==> src/rtl/pr_free_list_if.sv <==
// Free-list port bundle: ROB-side enqueue, rename-side per-bank dequeue and status.
// master = ROB/rename side, slave = pr_free_list.
interface pr_free_list_if #(
   parameter int unsigned LOG_PR_COUNT         = 7,
   parameter int unsigned FREE_LIST_BANK_COUNT = 4,
   parameter int unsigned BANK_COUNT_WIDTH     = 6
);
   logic                                                enq_valid;
   logic [LOG_PR_COUNT-1:0]                             enq_PR;
   logic [FREE_LIST_BANK_COUNT-1:0]                     deq_req_valid_by_bank;
   logic [FREE_LIST_BANK_COUNT-1:0]                     deq_req_ready_by_bank;
   logic [FREE_LIST_BANK_COUNT-1:0][LOG_PR_COUNT-1:0]   deq_PR_by_bank;
   logic [FREE_LIST_BANK_COUNT-1:0][BANK_COUNT_WIDTH-1:0] bank_count_by_bank;
   logic [FREE_LIST_BANK_COUNT-1:0]                     low_by_bank;
   logic                                                overflow_error;

   modport master (
      output enq_valid,
      output enq_PR,
      output deq_req_valid_by_bank,
      input  deq_req_ready_by_bank,
      input  deq_PR_by_bank,
      input  bank_count_by_bank,
      input  low_by_bank,
      input  overflow_error
   );

   modport slave (
      input  enq_valid,
      input  enq_PR,
      input  deq_req_valid_by_bank,
      output deq_req_ready_by_bank,
      output deq_PR_by_bank,
      output bank_count_by_bank,
      output low_by_bank,
      output overflow_error
   );
endinterface

==> src/rtl/pr_free_list.sv <==
// Banked physical-register free list: one circular FIFO of PR numbers per bank (bank = PR[1:0]).
// Optional macro PR_FREE_LIST_BYPASS_EN forwards an enqueue straight to an empty bank's dequeue.
module pr_free_list #(
   parameter int unsigned PR_COUNT                  = 128,
   parameter int unsigned LOG_PR_COUNT              = 7,
   parameter int unsigned AR_COUNT                  = 32,
   parameter int unsigned FREE_LIST_BANK_COUNT      = 4,
   parameter int unsigned FREE_LIST_LENGTH_PER_BANK = 32,
   parameter int unsigned FREE_LIST_LOWER_THRESHOLD = 8
) (
   input logic          CLK,
   input logic          RST,
   pr_free_list_if.slave fl
);

   localparam int unsigned BANK_W        = $clog2(FREE_LIST_BANK_COUNT);
   localparam int unsigned PTR_W         = $clog2(FREE_LIST_LENGTH_PER_BANK);
   localparam int unsigned CNT_W         = PTR_W + 1;
   localparam int unsigned INIT_PER_BANK = (PR_COUNT - AR_COUNT) / FREE_LIST_BANK_COUNT;

   logic [LOG_PR_COUNT-1:0] mem_q   [FREE_LIST_BANK_COUNT][FREE_LIST_LENGTH_PER_BANK];
   logic [PTR_W-1:0]        head_q  [FREE_LIST_BANK_COUNT];
   logic [PTR_W-1:0]        tail_q  [FREE_LIST_BANK_COUNT];
   logic [CNT_W-1:0]        count_q [FREE_LIST_BANK_COUNT];
   logic [CNT_W-1:0]        count_d [FREE_LIST_BANK_COUNT];
   logic                    overflow_q;

   logic [BANK_W-1:0]                                  enq_bank;
   logic [FREE_LIST_BANK_COUNT-1:0]                    enq_sel;
   logic [FREE_LIST_BANK_COUNT-1:0]                    enq_hit;
   logic [FREE_LIST_BANK_COUNT-1:0]                    deq_fire;
   logic [FREE_LIST_BANK_COUNT-1:0]                    ready;
   logic [FREE_LIST_BANK_COUNT-1:0]                    empty;
   logic [FREE_LIST_BANK_COUNT-1:0]                    full;
   logic [FREE_LIST_BANK_COUNT-1:0]                    low;
   logic [FREE_LIST_BANK_COUNT-1:0][LOG_PR_COUNT-1:0]  deq_pr;
   logic [FREE_LIST_BANK_COUNT-1:0][CNT_W-1:0]         count_out;
   logic                                               overflow_hit;

   assign enq_bank = fl.enq_PR[BANK_W-1:0];

   always_comb begin
      overflow_hit = 1'b0;
      for (int b = 0; b < int'(FREE_LIST_BANK_COUNT); b++) begin
         empty[b]   = (count_q[b] == '0);
         full[b]    = (count_q[b] == CNT_W'(FREE_LIST_LENGTH_PER_BANK));
         enq_sel[b] = fl.enq_valid && (enq_bank == BANK_W'(b));
`ifdef PR_FREE_LIST_BYPASS_EN
         // An empty bank offers the incoming PR directly; storage write is then don't-care.
         ready[b]  = !empty[b] || enq_sel[b];
         deq_pr[b] = empty[b] ? fl.enq_PR : mem_q[b][head_q[b]];
`else
         ready[b]  = !empty[b];
         deq_pr[b] = mem_q[b][head_q[b]];
`endif
         deq_fire[b] = fl.deq_req_valid_by_bank[b] && ready[b];
         // A full bank still accepts a write when its head slot frees up this cycle.
         enq_hit[b]  = enq_sel[b] && (!full[b] || deq_fire[b]);
         if (enq_sel[b] && full[b] && !deq_fire[b]) begin
            overflow_hit = 1'b1;
         end
         count_d[b]   = count_q[b] + CNT_W'(enq_hit[b]) - CNT_W'(deq_fire[b]);
         low[b]       = (count_q[b] < CNT_W'(FREE_LIST_LOWER_THRESHOLD));
         count_out[b] = count_q[b];
      end
   end

   always_ff @(posedge CLK) begin
      if (RST) begin
         overflow_q <= 1'b0;
         for (int b = 0; b < int'(FREE_LIST_BANK_COUNT); b++) begin
            head_q[b]  <= '0;
            tail_q[b]  <= PTR_W'(INIT_PER_BANK);
            count_q[b] <= CNT_W'(INIT_PER_BANK);
            for (int i = 0; i < int'(INIT_PER_BANK); i++) begin
               mem_q[b][i] <= LOG_PR_COUNT'(AR_COUNT + FREE_LIST_BANK_COUNT * i + b);
            end
         end
      end else begin
         if (overflow_hit) begin
            overflow_q <= 1'b1;
         end
         for (int b = 0; b < int'(FREE_LIST_BANK_COUNT); b++) begin
            if (enq_hit[b]) begin
               mem_q[b][tail_q[b]] <= fl.enq_PR;
               tail_q[b]           <= tail_q[b] + PTR_W'(1);
            end
            if (deq_fire[b]) begin
               head_q[b] <= head_q[b] + PTR_W'(1);
            end
            count_q[b] <= count_d[b];
         end
      end
   end

   assign fl.deq_req_ready_by_bank = ready;
   assign fl.deq_PR_by_bank        = deq_pr;
   assign fl.bank_count_by_bank    = count_out;
   assign fl.low_by_bank           = low;
   assign fl.overflow_error        = overflow_q;

   for (genvar g = 0; g < int'(FREE_LIST_BANK_COUNT); g++) begin : g_chk
      // Pointer distance must always equal occupancy (modulo depth).
      assert property (@(posedge CLK) disable iff (RST)
         count_q[g] <= CNT_W'(FREE_LIST_LENGTH_PER_BANK));
      assert property (@(posedge CLK) disable iff (RST)
         (tail_q[g] - head_q[g]) == count_q[g][PTR_W-1:0]);
   end

endmodule
==> src/flat_wrapper.sv <==
// flat-port wrapper written by rule: the top's interface ports become plain ports
module pr_free_list_flat 
#(
   parameter int unsigned PR_COUNT                  = 128,
   parameter int unsigned LOG_PR_COUNT              = 7,
   parameter int unsigned AR_COUNT                  = 32,
   parameter int unsigned FREE_LIST_BANK_COUNT      = 4,
   parameter int unsigned FREE_LIST_LENGTH_PER_BANK = 32,
   parameter int unsigned FREE_LIST_LOWER_THRESHOLD = 8
)
  (CLK, RST, fl_enq_valid, fl_enq_PR, fl_deq_req_valid_by_bank, fl_deq_req_ready_by_bank, fl_deq_PR_by_bank, fl_bank_count_by_bank, fl_low_by_bank, fl_overflow_error);
  pr_free_list_if #(.LOG_PR_COUNT(LOG_PR_COUNT), .FREE_LIST_BANK_COUNT(FREE_LIST_BANK_COUNT)) fl_i ();
  input logic CLK;
  input logic RST;
  input wire logic [$bits(fl_i.enq_valid)-1:0] fl_enq_valid;
  input wire logic [$bits(fl_i.enq_PR)-1:0] fl_enq_PR;
  input wire logic [$bits(fl_i.deq_req_valid_by_bank)-1:0] fl_deq_req_valid_by_bank;
  output wire logic [$bits(fl_i.deq_req_ready_by_bank)-1:0] fl_deq_req_ready_by_bank;
  output wire logic [$bits(fl_i.deq_PR_by_bank)-1:0] fl_deq_PR_by_bank;
  output wire logic [$bits(fl_i.bank_count_by_bank)-1:0] fl_bank_count_by_bank;
  output wire logic [$bits(fl_i.low_by_bank)-1:0] fl_low_by_bank;
  output wire logic [$bits(fl_i.overflow_error)-1:0] fl_overflow_error;
  assign fl_i.enq_valid = fl_enq_valid;
  assign fl_i.enq_PR = fl_enq_PR;
  assign fl_i.deq_req_valid_by_bank = fl_deq_req_valid_by_bank;
  assign fl_deq_req_ready_by_bank = fl_i.deq_req_ready_by_bank;
  assign fl_deq_PR_by_bank = fl_i.deq_PR_by_bank;
  assign fl_bank_count_by_bank = fl_i.bank_count_by_bank;
  assign fl_low_by_bank = fl_i.low_by_bank;
  assign fl_overflow_error = fl_i.overflow_error;
  pr_free_list #(.PR_COUNT(PR_COUNT), .LOG_PR_COUNT(LOG_PR_COUNT), .AR_COUNT(AR_COUNT), .FREE_LIST_BANK_COUNT(FREE_LIST_BANK_COUNT), .FREE_LIST_LENGTH_PER_BANK(FREE_LIST_LENGTH_PER_BANK), .FREE_LIST_LOWER_THRESHOLD(FREE_LIST_LOWER_THRESHOLD)) u_core (.CLK(CLK), .RST(RST), .fl(fl_i));
endmodule
==> config.mk <==
export PLATFORM = sky130hd
export DESIGN_NAME = pr_free_list_flat
export DESIGN_NICKNAME = d
export VERILOG_FILES = /design/src/rtl/pr_free_list_if.sv /design/src/rtl/pr_free_list.sv /design/src/flat_wrapper.sv
export SDC_FILE = /design/constraint.sdc
export NUM_CORES = 2
export LEC_CHECK = 0
export CAP_MARGIN = 20
export CORE_MARGIN = 1
export CORE_UTILIZATION = 45
export DETAILED_ROUTE_END_ITERATION = 7
export PLACE_DENSITY = 0.66
export REMOVE_ABC_BUFFERS = 1
export SETUP_SLACK_MARGIN = 0.3
export SYNTH_ARGS = -nofsm -noshare
export SYNTH_HDL_FRONTEND = slang
export SYNTH_SLANG_ARGS = --single-unit
==> constraint.sdc <==
create_clock -name CLK -period 4.8 [get_ports CLK]
set_clock_uncertainty 0.1 [all_clocks]
set_input_delay 0.72 -clock CLK [delete_from_list [all_inputs] [get_ports CLK]]
set_output_delay 0.72 -clock CLK [all_outputs]
set_load 0.05 [all_outputs]
==> flow_metrics.py <==
metrics = {
    "outcome": {
        "run_status": "complete, no violations",
    },
    "global_routing": {
        "grtUsageTotal_pct": 21.2,
        "antenna_found_initial": 2,
        "grt_max_degree": 235,
        "overflow": 0,
        "grt_pass1_wl_um": 152000,
        "grt_pass1_vias": 24600,
    },
    "synthesis": {
        "synth.yosys.warnings": 0,
        "ys_seq_area_share_pct": 60.7,
        "synth-edff-count": 607,
        "synth_top_area_share_pct": 43.7,
        "synthCells": 2800,
        "synthArstFlopShare_pct": 0,
        "ys.flop_type": "edfxtp_1",
        "synth_commonest_cells": "edfxtp_1, dfxtp_1, mux4_2",
        "yosysMostFrequentCell": "edfxtp_1",
        "synth-seq-cells": 961,
        "synth_area_leaders": "edfxtp_1, dfxtp_1, mux4_2",
        "synthDistinctLibCells": 59,
        "yosysTopAreaCell": "edfxtp_1",
        "avgSynthCellArea_um2": 14.9,
        "netlist_area_um2": 41700,
    },
    "placement": {
        "io_buffers": 74,
        "placed_area_um2": 44000,
        "dp_cells": 4033,
        "gp_congestion": 0.810,
        "dp_hpwl_um": 62700,
    },
    "sta": {
        "max_freq_mhz": 227,
        "whs_ns": 0.263,
        "finalMaxSlewViolations": 0,
        "setup_viol": 0,
        "final.setup.tns_ns": 0,
        "period_share_pct": 91.9,
        "rsz0062_at_grt": "no",
        "min_period_ns": 4.41,
        "relSlewSlack_pct": 31.7,
        "worstMarginPinSlew_ns": 1.02,
        "hold_viol_final": 0,
    },
    "pwr": {
        "p_per_area_nw_per_um2": 412,
        "irDropWorstVdd_v": 0.000241,
        "total_leakage_power_nw": 15.3,
    },
    "layout": {
        "final_core_util_pct": 51.6,
        "n_antenna_cell": 0,
        "areaGrowthSynthToFinish_pct": 13.6,
        "drive_above_1_share_pct": 22.7,
        "fill_cells": 7433,
        "layout.cells.non_filler": 4220,
        "nNetsFinal": 2974,
        "seq_area_um2": 25300,
        "stdcell_area_um2": 47400,
        "multiInputGateArea_um2": 15500,
    },
    "clocking": {
        "clkTransAtPathRegs_ns": 0.06,
        "clkLatencyLatePin_ns": 0.66,
        "cts_sinks": 961,
        "cts_root_buffer": "clkbuf_16",
        "clock_path_buffers": 3,
        "numCtsBuffers": 96,
        "cts_tree": "built",
        "h-tree-depth": 3,
    },
    "critical_path": {
        "crit_path_end_kind": "output pin",
        "critPathKind": "flop to output pin",
        "worst_ep_required_time_ns": 3.98,
        "slowest_delay_ns": 0.70,
        "critical_path_arrival_ns": 3.59,
        "cp-start-kind": "flop",
        "critPathSlowestCell": "clkdlybuf4s50_1",
        "cp_top_family": "multiplexers",
        "crit_top_cell": "mux4_2",
        "crit_fanout": 29,
        "path_buf_inv": 2,
        "crit_path_cell_trace": "bufbuf_16, mux4_2, mux4_2, mux2_2, clkdlybuf4s50_1",
    },
    "floorplanning": {
        "start_util_pct": 45.4,
        "die_x_um": 306,
        "die_y_um": 306,
        "ios": 75,
        "row_count": 111,
        "core_um2": 91800,
        "die-area_um2": 93900,
    },
    "hold_path": {
        "hold_path.class": "input pin to flop",
    },
    "route": {
        "vias": 24100,
        "dr.pass1.iters": 7,
        "wl_um": 99300,
        "avgRoutedWirePerCell_um": 23.5,
        "via_per_inst": 5.71,
        "ant_nets": 0,
        "drc": 0,
        "drtIter0Drc": 2261,
    },
    "job": {
        "max_cap_viol_count": 0,
    },
}
stage by stage:
stage,worst slack (ns),total power [mW]
4_1_cts,0.294,19.6
3_5_place_dp,0.455,12.2
6_report,0.387,19.5
3_3_place_gp,0.454,12.1
5_1_grt,0.304,20.1
2_1_floorplan,0.124,11.2
registers in the layout (all words and copies together) (netlist names):
signal,count
u_core.fl.overflow_error,1
u_core.head_q,20
u_core.count_q,24
u_core.mem_q,896
u_core.tail_q,20
cell type report:
type                            instances  share of cell area, %
Sequential cell                       961                   53.4
Multi-Input combinational cell       1610                   32.7
Clock buffer                          137                   5.75
Inverter                               69                  0.547
Tap cell                             1243                   3.28
Clock inverter                         42                  0.916
Timing Repair Buffer                  158                   3.36
cells by family after synthesis:
group / share of synthesized area, %
xor gates and xnor gates: 0.735
AOI/OAI and AO/OA: 4.48
adders and majority gates: 1.99
other: 0.00899
and+or+nand+nor: 9.36
DFF: 60.7
muxes: 20.1
buffers and inverters: 2.63
timing repair:
item | in CTS | in global routing
setup buffers | 4 | 0
hold buffers | 0 | 0
cloned | 3 | 0
setup endpoints to repair | 27 | 13
gates resized for setup | 11 | 13
worst register-to-register path: cells and delay by family, from the launching register on:
kind	cells	cell delay (ns)
DFF	1	0.35
AOI/OAI and AO/OA	2	0.95
buffers and inverters	2	0.33
and+or+nand+nor	4	1.45
adders and majority gates	1	0.13
layer usage:
metal  GRT usage [%]  wire length (um)  up-vias
li1                -                 -    10700
met1            28.7             42100    12500
met2            35.7             49600      756
met3            2.98              5680      120
met4            5.73              1940        0
met5               0                 0        -
power by group:
| part | total, mW | internal [mW] | switching [mW] | leakage [nW] |
|---|---|---|---|---|
| combinational | 2.81 | 1.16 | 1.65 | 5.29 |
| clock | 7.46 | 4.33 | 3.13 | 1.54 |
| sequential | 9.23 | 9.03 | 0.195 | 8.46 |
worst paths after layout:
path,start,endpoint,slack [ns],depth (start not counted)
worst max-delay path,u_core.head_q[3][0],fl_deq_PR_by_bank[26],0.39,5
worst min-delay path,fl_enq_PR[2],u_core.mem_q[3][86],0.26,2
worst max register to register,u_core.count_q[1][3],u_core.mem_q[1][59],1.13,9
worst min register to register,u_core.mem_q[2][92],u_core.mem_q[2][92],0.34,1
cell usage in the layout, fill, tap and decap left out, types with 26 or more instances in the layout:
cell,count
dfxtp_1,354
nor3b_1,28
a21oi_1,50
mux4_2,281
buf_4,68
mux2_2,96
mux2i_1,98
clkbuf_1,26
nor2b_1,113
o21bai_1,29
ha_1,60
edfxtp_1,607
clkdlybuf4s50_1,44
inv_1,68
a211o_1,111
o21ai_0,29
nand3_1,29
or3_1,81
clkbuf_16,99
nor2_2,29
nand2_1,85
conb_1,48
nor2_1,214
nand2b_1,64
Power figures use the tool's default switching activity.
